===== src/rtl/fifo_sync_param.sv =====
// ----------------------------------------------------------------------------
// fifo_sync_param
//
// Parametrised single-clock synchronous FIFO with a show-ahead read port.
// Storage is a circular buffer addressed by free-running read/write pointers
// that wrap modulo DEPTH. A separate occupancy counter drives every status
// flag, so no status output has a combinational path from we/re.
//
// Parameters:
//   WIDTH     data word width in bits (>= 1)
//   DEPTH     number of entries (power of two, >= 2)
//   AF_LEVEL  almost_full asserts when count >= AF_LEVEL
//   AE_LEVEL  almost_empty asserts when count <= AE_LEVEL
//
// Ports:
//   clk           clock, all state updates on the rising edge
//   rst           synchronous active-high reset, discards all contents
//   clr           synchronous flush, overrides we/re in the same cycle
//   data_in       write data
//   we            write request
//   re            read request, pops the current head
//   data_out      head entry (first-word fall-through), 0 when empty
//   full          count == DEPTH
//   empty         count == 0
//   almost_full   count >= AF_LEVEL
//   almost_empty  count <= AE_LEVEL
//   count         occupancy, 0..DEPTH
//   overflow      sticky: write attempted while full without a read
//   underflow     sticky: read attempted while empty
//
// Build option:
//   FIFO_ERR_FLAGS_EN  when defined, overflow/underflow are sticky flag
//                      registers; when undefined they are tied to 0 and no
//                      flag registers exist.
// ----------------------------------------------------------------------------
module fifo_sync_param #(
    parameter int WIDTH    = 32,
    parameter int DEPTH    = 16,
    parameter int AF_LEVEL = DEPTH - 2,
    parameter int AE_LEVEL = 2
) (
    input  logic                       clk,
    input  logic                       rst,
    input  logic                       clr,
    input  logic [WIDTH-1:0]           data_in,
    input  logic                       we,
    input  logic                       re,
    output logic [WIDTH-1:0]           data_out,
    output logic                       full,
    output logic                       empty,
    output logic                       almost_full,
    output logic                       almost_empty,
    output logic [$clog2(DEPTH):0]     count,
    output logic                       overflow,
    output logic                       underflow
);

    localparam int AW = $clog2(DEPTH);
    localparam int CW = AW + 1;

    localparam logic [CW-1:0] DEPTH_C = CW'(DEPTH);
    localparam logic [CW-1:0] AF_C    = CW'(AF_LEVEL);
    localparam logic [CW-1:0] AE_C    = CW'(AE_LEVEL);

    logic [WIDTH-1:0] mem_q [DEPTH];

    logic [AW-1:0] wr_ptr_q, wr_ptr_d;
    logic [AW-1:0] rd_ptr_q, rd_ptr_d;
    logic [CW-1:0] count_q,  count_d;

    logic wr_ok;
    logic rd_ok;
    logic mem_we;

    // Status decodes come from the registered count only.
    assign full         = (count_q == DEPTH_C);
    assign empty        = (count_q == '0);
    assign almost_full  = (count_q >= AF_C);
    assign almost_empty = (count_q <= AE_C);
    assign count        = count_q;
    assign data_out     = empty ? '0 : mem_q[rd_ptr_q];

    // A write into a full FIFO is accepted when a read frees the head slot in
    // the same cycle. A read on an empty FIFO is never accepted (no bypass).
    assign wr_ok  = we & (~full | re);
    assign rd_ok  = re & ~empty;
    assign mem_we = wr_ok & ~clr & ~rst;

    always_comb begin
        wr_ptr_d = wr_ptr_q;
        rd_ptr_d = rd_ptr_q;
        count_d  = count_q;
        if (clr) begin
            wr_ptr_d = '0;
            rd_ptr_d = '0;
            count_d  = '0;
        end else begin
            if (wr_ok) begin
                wr_ptr_d = wr_ptr_q + 1'b1;
            end
            if (rd_ok) begin
                rd_ptr_d = rd_ptr_q + 1'b1;
            end
            case ({wr_ok, rd_ok})
                2'b10:   count_d = count_q + 1'b1;
                2'b01:   count_d = count_q - 1'b1;
                default: count_d = count_q;
            endcase
        end
    end

    always_ff @(posedge clk) begin
        if (rst) begin
            wr_ptr_q <= '0;
            rd_ptr_q <= '0;
            count_q  <= '0;
        end else begin
            wr_ptr_q <= wr_ptr_d;
            rd_ptr_q <= rd_ptr_d;
            count_q  <= count_d;
        end
    end

    // Storage is deliberately not reset or flushed; only pointers move.
    always_ff @(posedge clk) begin
        if (mem_we) begin
            mem_q[wr_ptr_q] <= data_in;
        end
    end

`ifdef FIFO_ERR_FLAGS_EN
    logic overflow_q,  overflow_d;
    logic underflow_q, underflow_d;

    always_comb begin
        overflow_d  = overflow_q  | (we & full & ~re);
        underflow_d = underflow_q | (re & empty);
        if (clr) begin
            overflow_d  = 1'b0;
            underflow_d = 1'b0;
        end
    end

    always_ff @(posedge clk) begin
        if (rst) begin
            overflow_q  <= 1'b0;
            underflow_q <= 1'b0;
        end else begin
            overflow_q  <= overflow_d;
            underflow_q <= underflow_d;
        end
    end

    assign overflow  = overflow_q;
    assign underflow = underflow_q;
`else
    assign overflow  = 1'b0;
    assign underflow = 1'b0;
`endif

endmodule


===== config.mk =====
export PLATFORM = sky130hd
export DESIGN_NAME = fifo_sync_param
export DESIGN_NICKNAME = d
export VERILOG_FILES = /design/src/rtl/fifo_sync_param.sv
export SDC_FILE = /design/constraint.sdc
export NUM_CORES = 1
export LEC_CHECK = 0
export ABC_AREA = 1
export CAP_MARGIN = 20
export CORE_MARGIN = 5
export CORE_UTILIZATION = 53
export CTS_BUF_LIST = sky130_fd_sc_hd__clkbuf_16
export CTS_CLUSTER_SIZE = 20
export DETAILED_ROUTE_END_ITERATION = 16
export PLACE_DENSITY = 0.8
export RECOVER_POWER = 100
export SLEW_MARGIN = 0
export SYNTH_ARGS = -nofsm -noshare
export SYNTH_HDL_FRONTEND = slang
export SYNTH_SLANG_ARGS = --single-unit

===== constraint.sdc =====
create_clock -name clk -period 3.4 [get_ports clk]
set_input_delay 0.68 -clock clk [delete_from_list [all_inputs] [get_ports clk]]
set_output_delay 0.68 -clock clk [all_outputs]
set_load 0.05 [all_outputs]

Word level (Yosys, flattened, before mapping):

Memory sizes are Yosys's and may differ from the RTL's. A register that Yosys moved wholly into a read port is not among the register bits.
Index checks and enable logic that the tools add are counted.

* register bits after elaboration: 13
* RAM bits: 512
* bits of input ports: 37
* logic and storage cells: 31
* memories: 1

Memory list
* mem_q: words 16, width 32, read ports 1, clocked after Yosys merged registers in 1, wr ports 1, line 65 `logic [WIDTH-1:0] mem_q [DEPTH];`

* add/subtract/negate cells: 4
* magnitude comparators: 2
* equality and inequality tests: 3
* mux-type cells: 6
* bitwise logic cells: 9
* reductions and logical operators: 3

Operator list (number)
* two-way mux 32 bit: 1
* case mux 5 bit (2 select lines): 1
* adder 4 x 1 -> 4 bit, second input constant: 2
* two-way mux 4 bit: 2
* adder 5 x 1 -> 5 bit, second input constant: 1
* equality test 5 bit, second input constant: 1
* >= comparator 5 x 4 -> 1 bit, second input constant: 1
* less-or-equal comparator 5 x 2 -> 1 bit, second input constant: 1
* logical NOT 5 bit: 1
* subtractor 5 x 1 -> 5 bit, second input constant: 1
* AND 1 bit: 4
* NOT 1 bit: 4
* equality test 2 x 1 -> 1 bit, second input constant: 1
* equality test 2 bit, second input constant: 1
* two-way mux 1 bit: 2
* nonzero test 2 bit: 1
* OR reduction 2 bit: 1
* bitwise OR 1 bit: 1

Depth between registers and ports, before layout:

Gate-level depths: netlist of run 1.

* depth in word-level cells: 8
* mapped depth: 13

Worst setup path before layout of run 1:

Ideal clock, no wire load.

* path type: register -> register
* start point: register count_q[1], in the netlist count[1]
* end point: memory mem_q[0][0] (enable)
* setup time: 0.421 ns
* data arrival time: 2.678 ns
* required time: 2.979 ns
* setup slack: 0.301 ns
* cell stages (with the launch flop): 7
* clock period less this slack: 3.099 ns
* cell sequence: dfxtp_1 -> nor2_1 -> nand4_1 -> nand2_1 -> inv_1 -> nand2_1 -> nor2_1

* longest elaborated chain between the ends: 8

Ends and longest elaborated chain
* from (decl): line 69 `logic [CW-1:0] count_q, count_d;`
* from (signal assigned): line 120 `count_q <= count_d;`
* equality test 5 bit: line 76 `assign full = (count_q == DEPTH_C);`
* NOT 1 bit: line 85 `assign wr_ok = we & (~full | re);`
* bitwise OR 1 bit: line 85
* AND 1 bit: line 85
* AND 1 bit (2 in a row): line 87 `assign mem_we = wr_ok & ~clr & ~rst;`
* two-way mux 1 bit: line 126 `if (mem_we) begin`
* two-way mux 1 bit (implied by the code): line 127 `mem_q[wr_ptr_q] <= data_in;`
* to (decl): line 65

Every way passes these cells.

==> impl_results.md, run 1 <==
* Worst Path Class, Setup: reg2out
* Starting DRT DRC Count at 1857
* Share of synthesized area occupied by flip-flops and latches at 72.7%
* Final worst setup slack at about 110 ps
* Arithmetic-cell share of the synthesized area counting full adders, half adders and majority gates at 0.614%
* Top-area cell type share of the netlist area at 71.2%
* First-pass GRT wire length at 78800 um
* Slack of the worst reg-to-reg path at 490 ps
* Worst slack, placed at 434 ps
* Standard cell core area at 40600 sq um
* Clock tree from TritonCTS: done
* Critical register-to-register path startpoint: count[1]$_SDFFE_PP0P_
* Achievable Freq at 0.304 GHz
* Die Width at ~210 um
* Bufs on Longest Clock Path at 3
* Maximum fanout count along the critical path at 57
* Startpoint of the most critical hold path: rd_ptr_q[2]$_SDFFE_PP0P_
* Clock buffer count from CTS at 51
* Vias after detailed routing at 14500
* Detailed placer's ending HPWL at 27800 um
* Critical path startpoint category: flop
* Root buf cell: clkbuf_16
* WP data required at about 2700 ps
* Routed vias/inst at 5.87
* TritonCTS sink count at roughly 530
* H-Tree Level Count at 2
* Instance count of the mapped netlist at 1819
* Post-synth EDFFs at approximately 510
* Clock Latency Late Sink at 570 ps
* Detailed Route WL at 51900 um
* Unrepaired setup endpoints after global routing: false
* Most common cell on crit path: nand2_1
* Clock-pin slew reported for the worst setup and hold paths after clock tree synthesis at ~60 ps
* Number of I/O port buffers at 77
* Avg WL per Cell at 21.1 um
* Effective utilization at floorplan at 53.3%
* Final net count at 1936
* Initial antenna violation count at 0
* Kind of end point of the critical path: output port
* Netlist area before placement at ~22000 sq um
* Result of the run: completed
* Count of buffer and inverter cells on the critical path at 2
* Cell area power density at 575 nW/um^2
* Slew at the pin closest to its max-slew limit at between 1000 and 1500 ps
* Xor/xnor share of the synthesized area at 0.243%
* Max-cap violations at 0
* Mean area per synthesized cell at 11.9 sq um
* Total GRT Usage at 22.5%
* Setup-failing EPs final at 0
* Fin. max-slew vios at 0
* FF-to-FF path depth at 7
* Mux contribution to synthesized area at 0%
* Number of synthesized register bits at 529
* Row Count at 74
* Die Area at approximately 45000 sq um
* Unique masters post-synth at 27
* Area share of and/or/nand/nor cells after synthesis at 21.1%
* Largest family of logic cells by synthesized area: simple AND/OR/NAND/NOR gates
* Area added between synthesis and finish at 14.9%
* Delay of the slowest critical-path stage at 500 ps
* Cell types occupying the most area after synthesis: edfxtp_1 71%, nand2_1 11%, nand3_1 9.1%
* Clock skew after layout at 11.4 ps
* Part of the cycle the worst path needs at 96.7%
* Reg-to-reg endpoint: mem_q[9][11]$_DFFE_PP_
* Sum of negative setup slack at 0 ps
* Final Core Density at 61.2%
* Share of flip-flops with an asynchronous set or reset after synthesis at 0%
* Cell with the most instances after synthesis: nand2_1
* Cells traversed along the worst timing path: buf_6 > nand2_1 > nand3_1 > nand3_1 > nand2_1 > nand2_1 > a21oi_1 > buf_12
* Endpoints failing hold at 0
* Data arrival time of the critical path at 2610 ps
* Total grt overflow at 0
* Via count of the first global-routing pass at 14000
* Vertical extent of the die at 212 um
* Top delay family on crit path: buffers and inverters
* Post-layout min period at approximately 3300 ps
* DRC violations left at 0
* Largest net degree at the start of global routing at 149
* WHS Path Cells at 2
* Worst path slowest cell: dfxtp_4
* Synth warn at 0
* Remaining max-slew budget at the tightest pin at between 5 and 6%
* Worst Hold Class: reg2reg
* Number of routed nets with antenna violations at 0
* Leakage power at 8.89 nW
* Iteration count of the initial detailed-routing pass at 6
* Layout cell share with drive strength beyond 1 at 8.70%
* I/O pins at 80
* Number of buffers inserted by hold repair at cts at 0
* Compound-gate portion of the synthesized area at 1.34%
* Cell type with the largest total area after synthesis: edfxtp_1
* Dominant synthesized flop cell: edfxtp_1
* Peak supply drop at 0.358 mV
* Weighted congestion reported at the end of routability-driven placement at slightly below 0.8
* Synth top cells by count: 660 x nand2_1, 512 x edfxtp_1, 394 x nand3_1
registers in the layout (all words and copies together) (netlist names), named ones only:
signal,cells
rd_ptr_q,4
wr_ptr_q,4
mem_q,512
count,5
layout make-up:
type	count	area, sq um
inverters	26	113
diodes	1	2.50
flip-flops and latches	529	15700
clock buffers	51	1280
repair buffers	127	1530
clock inverters	44	369
well taps	532	666
fillers	2912	15700
multi-input cells	1154	5150
kinds of logic after synthesis:
group	count (synthesis)
xor gates and xnor gates	6
buffers and inverters	137
adders and majority gates	10
DFF	529
other	1
and+or+nand+nor	1079
AOI/OAI and AO/OA	57
tightest hold or removal path: cells and delay by family (launching register included):
kind	cells	cell delay [ps]
flops	1	330
compound gates	1	70
buf+inv	1	60
cell usage in the layout, fill, tap and decap left out, types with 4 or more instances in the layout:
cell type      instances
inv_6                  4
clkbuf_1              17
dlygate4sd3_1         42
ha_1                   9
clkbuf_2              12
inv_1                 29
buf_12                38
bufinv_16              6
a21oi_1               39
nand3_1              394
nor2_1                10
clkinv_1              14
clkbuf_16             52
buf_4                 10
clkinv_2              10
nor2_4                12
edfxtp_1             512
dfxtp_1               13
a21oi_2                7
o21ai_0                9
nand2_1              660
stage by stage:
step | power [mW] | area [sq um] | cells | hold WS, ps
floorplan | 8.18 | 21600 | 1820 | 447
global placement | 8.80 | 23300 | 2367 | 473
detailed placement | 8.83 | 23300 | 2367 | 481
CTS | 14.3 | 25000 | 2462 | 495
global route | 14.7 | 24800 | 2463 | 517
finish | 14.3 | 24800 | 2464 | 493
how the worst max path moves through the flow:
stage / to / slack (ps) / cells past startpoint / start
4_1_cts: data_out[25] / 20 / 9 / flop
2_1_floorplan: mem_q[0][0]$_DFFE_PP_ / 300 / 6 / count[1]$_SDFFE_PP0P_
5_1_grt: data_out[13] / 3 / 8 / flop
3_5_place_dp: count[4]$_SDFFE_PP0P_ / 430 / 13 / re
3_3_place_gp: count[4]$_SDFFE_PP0P_ / 490 / 13 / re
6_report: data_out[13] / 110 / 8 / flop
per-layer routing:
metal	up-vias	global-route usage [%]	routed length (um)
met1	6925	32.0	19800
met5	-	0	0
met3	88	3.72	5740
met4	0	5.24	1110
met2	951	37.2	25300
li1	6511	-	-
where the power goes:
| part | total, mW | internal [mW] | switching (mW) |
|---|---|---|---|
| sequential | 7.19 | 7.17 | 0.0206 |
| combinational | 1.53 | 0.521 | 1.00 |
| clock | 5.55 | 3.19 | 2.36 |
repair_timing:
action,CTS,global route
endpoints found under the setup margin,1,19
pin swaps,0,0
setup buffers,0,0
gates cloned,0,1
gates resized for setup,1,13
No activity file was read; power rests on OpenSTA's default activity.
==> inputs of run 2 (changes only) <==
Settings changed: CORE_UTILIZATION 53 to 43, PLACE_DENSITY 0.8 to 0.69.
Clock period 3.4 ns to 3.35 ns, I/O delays scaled along.
==> run 2 against run 1 <==
Net effect:
- worst hold slack improved by 18 ps
- flip-flop and latch count unchanged
- register-to-register slack improved by 30 ps
- core utilization decreased by 11 points
- sequential power increased by 2%
- via count decreased by 2.6%
- setup slack improved by 10 ps
- combinational power about the same
==> impl_results.md, run 2 (same netlist as run 1, synthesis figures left out) <==
* Standard cell core area at 50000 sq um (was 40600 sq um)
* Detailed placer's ending HPWL at 28000 um (was 27800 um)
* Largest registers in the final layout: mem_q: 512 flops, count: 5 flops (unchanged)
* Layout cell share with drive strength beyond 1 at 9.29% (was 8.70%)
* DRC violations left at 0 (unchanged)
* Count of buffer and inverter cells on the critical path at 4 (was 2)
* Number of routed nets with antenna violations at 0 (unchanged)
* Weighted congestion reported at the end of routability-driven placement at 0.802 (was 0.795)
* Worst Hold Class: reg2reg (unchanged)
* Root buf cell: clkbuf_16 (unchanged)
* Most frequent cells in the layout: 660 x nand2_1, 512 x edfxtp_1, 394 x nand3_1 (unchanged)
* Clock tree from TritonCTS: done (unchanged)
* Routed vias/inst at 5.40 (was 5.87)
* Die Area at 54800 sq um (was 44900 sq um)
* Die Width at 234 um (was 212 um)
* TritonCTS sink count at 529 (unchanged)
* Cells traversed along the worst timing path: inv_1 > nand3_1 > clkinv_1 > buf_4 > a21oi_1 > buf_12 (was buf_6 > nand2_1 > nand3_1 > nand3_1 > nand2_1 > nand2_1 > a21oi_1 > buf_12)
* Post-layout min period at 3230 ps
* I/O pins at 80 (unchanged)
* Bufs on Longest Clock Path at 3 (unchanged)
* Clock-pin slew reported for the worst setup and hold paths after clock tree synthesis at 70 ps (was 60 ps)
* Max-cap violations at 0 (unchanged)
* Starting DRT DRC Count at 1578 (was 1857)
* Vias after detailed routing at 14100 (was 14500)
* Flip-flop count of the largest register after layout at 512 (unchanged)
* Achievable Freq at ~0.31 GHz
* Result of the run: completed (unchanged)
* Data arrival time of the critical path at 2560 ps (was 2610 ps)
* Avg WL per Cell at 19.6 um (was 21.1 um)
* Maximum fanout count along the critical path at 22 (was 57)
* Critical path startpoint category: flop (unchanged)
* Setup-failing EPs final at 0 (unchanged)
* Top delay family on crit path: buffers and inverters (unchanged)
* Most common cell after layout, fill and taps aside: nand2_1 (unchanged)
* Effective utilization at floorplan at 43.2% (was 53.3%)
* Total grt overflow at 0 (unchanged)
* Number of buffers inserted by hold repair at cts at 0 (unchanged)
* Final net count at 1948 (was 1936)
* Number of I/O port buffers at 77 (unchanged)
* Worst path slowest cell: a21oi_1 (was dfxtp_4)
* Row Count at 82 (was 74)
* H-Tree Level Count at 2 (unchanged)
* First-pass GRT wire length at 78600 um (was 78800 um)
* Detailed Route WL at 51300 um (was 51900 um)
* Register containing the most flip-flops in the final layout: mem_q (unchanged)
* Slew at the pin closest to its max-slew limit at 1310 ps (was 1420 ps)
* WP data required at 2680 ps (was 2720 ps)
* Via count of the first global-routing pass at 13700 (was 14000)
* Endpoints failing hold at 0 (unchanged)
* Worst hold-check slack at 511 ps (was 493 ps)
* Largest net degree at the start of global routing at 129 (was 149)
* Remaining max-slew budget at the tightest pin at 13.0% (was 5.44%)
* Total chip power at 14.3 mW (about the same)
* Peak supply drop at 0.309 mV (was 0.358 mV)
* Kind of end point of the critical path: output port (unchanged)
* Delay of the slowest critical-path stage at 480 ps (was 500 ps)
* Area added between synthesis and finish at 16.1% (was 14.9%)
* Clock Latency Late Sink at 580 ps (was 570 ps)
* Total GRT Usage at 18.4% (was 22.5%)
* Clock skew after layout at 14.6 ps (was 11.4 ps)
* Clock buffer count from CTS at 50 (was 51)
* Initial antenna violation count at 2 (was 0)
* Vertical extent of the die at 234 um (was 212 um)
* Fillcell total at 4180 (was 2912)
* Fin. max-slew vios at 0 (unchanged)
* Part of the cycle the worst path needs at 96.3%
* Cell area power density at 569 nW/um^2 (was 575 nW/um^2)
* Leakage power at 8.97 nW (was 8.89 nW)
* Iteration count of the initial detailed-routing pass at 7 (was 6)
* Worst Path Class, Setup: reg2out (unchanged)
## run 2: per-stage QoR
stage | instance area, sq um | util, % | TNS (ps) | worst slack [ps] | std cells
global placement | 23600 | 47.3 | 0 | 467 | 2518
finish | 25100 | 50.2 | 0 | 123 | 2611
detailed placement | 23600 | 47.3 | 0 | 465 | 2518
CTS | 25200 | 50.5 | 0 | 4.51 | 2608
floorplan | 21600 | - | 0 | 251 | 1820
global route | 25100 | 50.2 | -24.6 | -24.6 | 2611
## run 2: final timing paths
path	startpoint	endpoint	slack (ps)	cells past startpoint
hold reg to reg	rd_ptr_q[3]$_SDFFE_PP0P_	flop	510	2
hold / removal	rd_ptr_q[3]$_SDFFE_PP0P_	flop	510	2
setup reg to reg	count[1]$_SDFFE_PP0P_	mem_q[4][16]$_DFFE_PP_	520	7
setup / recovery	count[4]$_SDFFE_PP0P_	data_out[5]	120	6
## run 2: layer usage
layer / GRT usage [%] / share of wire, % / vias to the layer above
li1: - / - / 6523
met1: 25.1 / 41 / 6888
met2: 31.2 / 49 / 610
met3: 2.78 / 8.3 / 74
met4: 4.88 / 1.9 / 2
met5: 0 / 0.014 / -
## run 2: layout make-up
cell class,instances,area [sq um],area share [%]
repair buffers,140,1680,6.69
multi-input cells,1154,5160,20.6
inverters,26,108,0.429
diodes,1,2.50,0.00997
clock buffers,54,1350,5.39
clock inverters,35,230,0.917
well taps,672,841,3.35
flip-flops and latches,529,15700,62.7
## run 2: power breakdown
group / internal [mW] / switching (mW)
clock: 3.06 / 2.37
sequential: 7.28 / 0.0199
combinational: 0.540 / 1.01
total: 10.9 / 3.39
## run 2: timing repair
action	CTS	global route
setup endpoints to repair	24	21
hold endpoints to repair	0	0
gates cloned	0	0
resized for setup	4	3
pin swaps	0	0
buffers inserted	1	2
## run 2: worst min-delay path: stages (launching register included)
cell and delay (ps):
dfxtp_1 320, nand2_1 60, a21oi_1 80
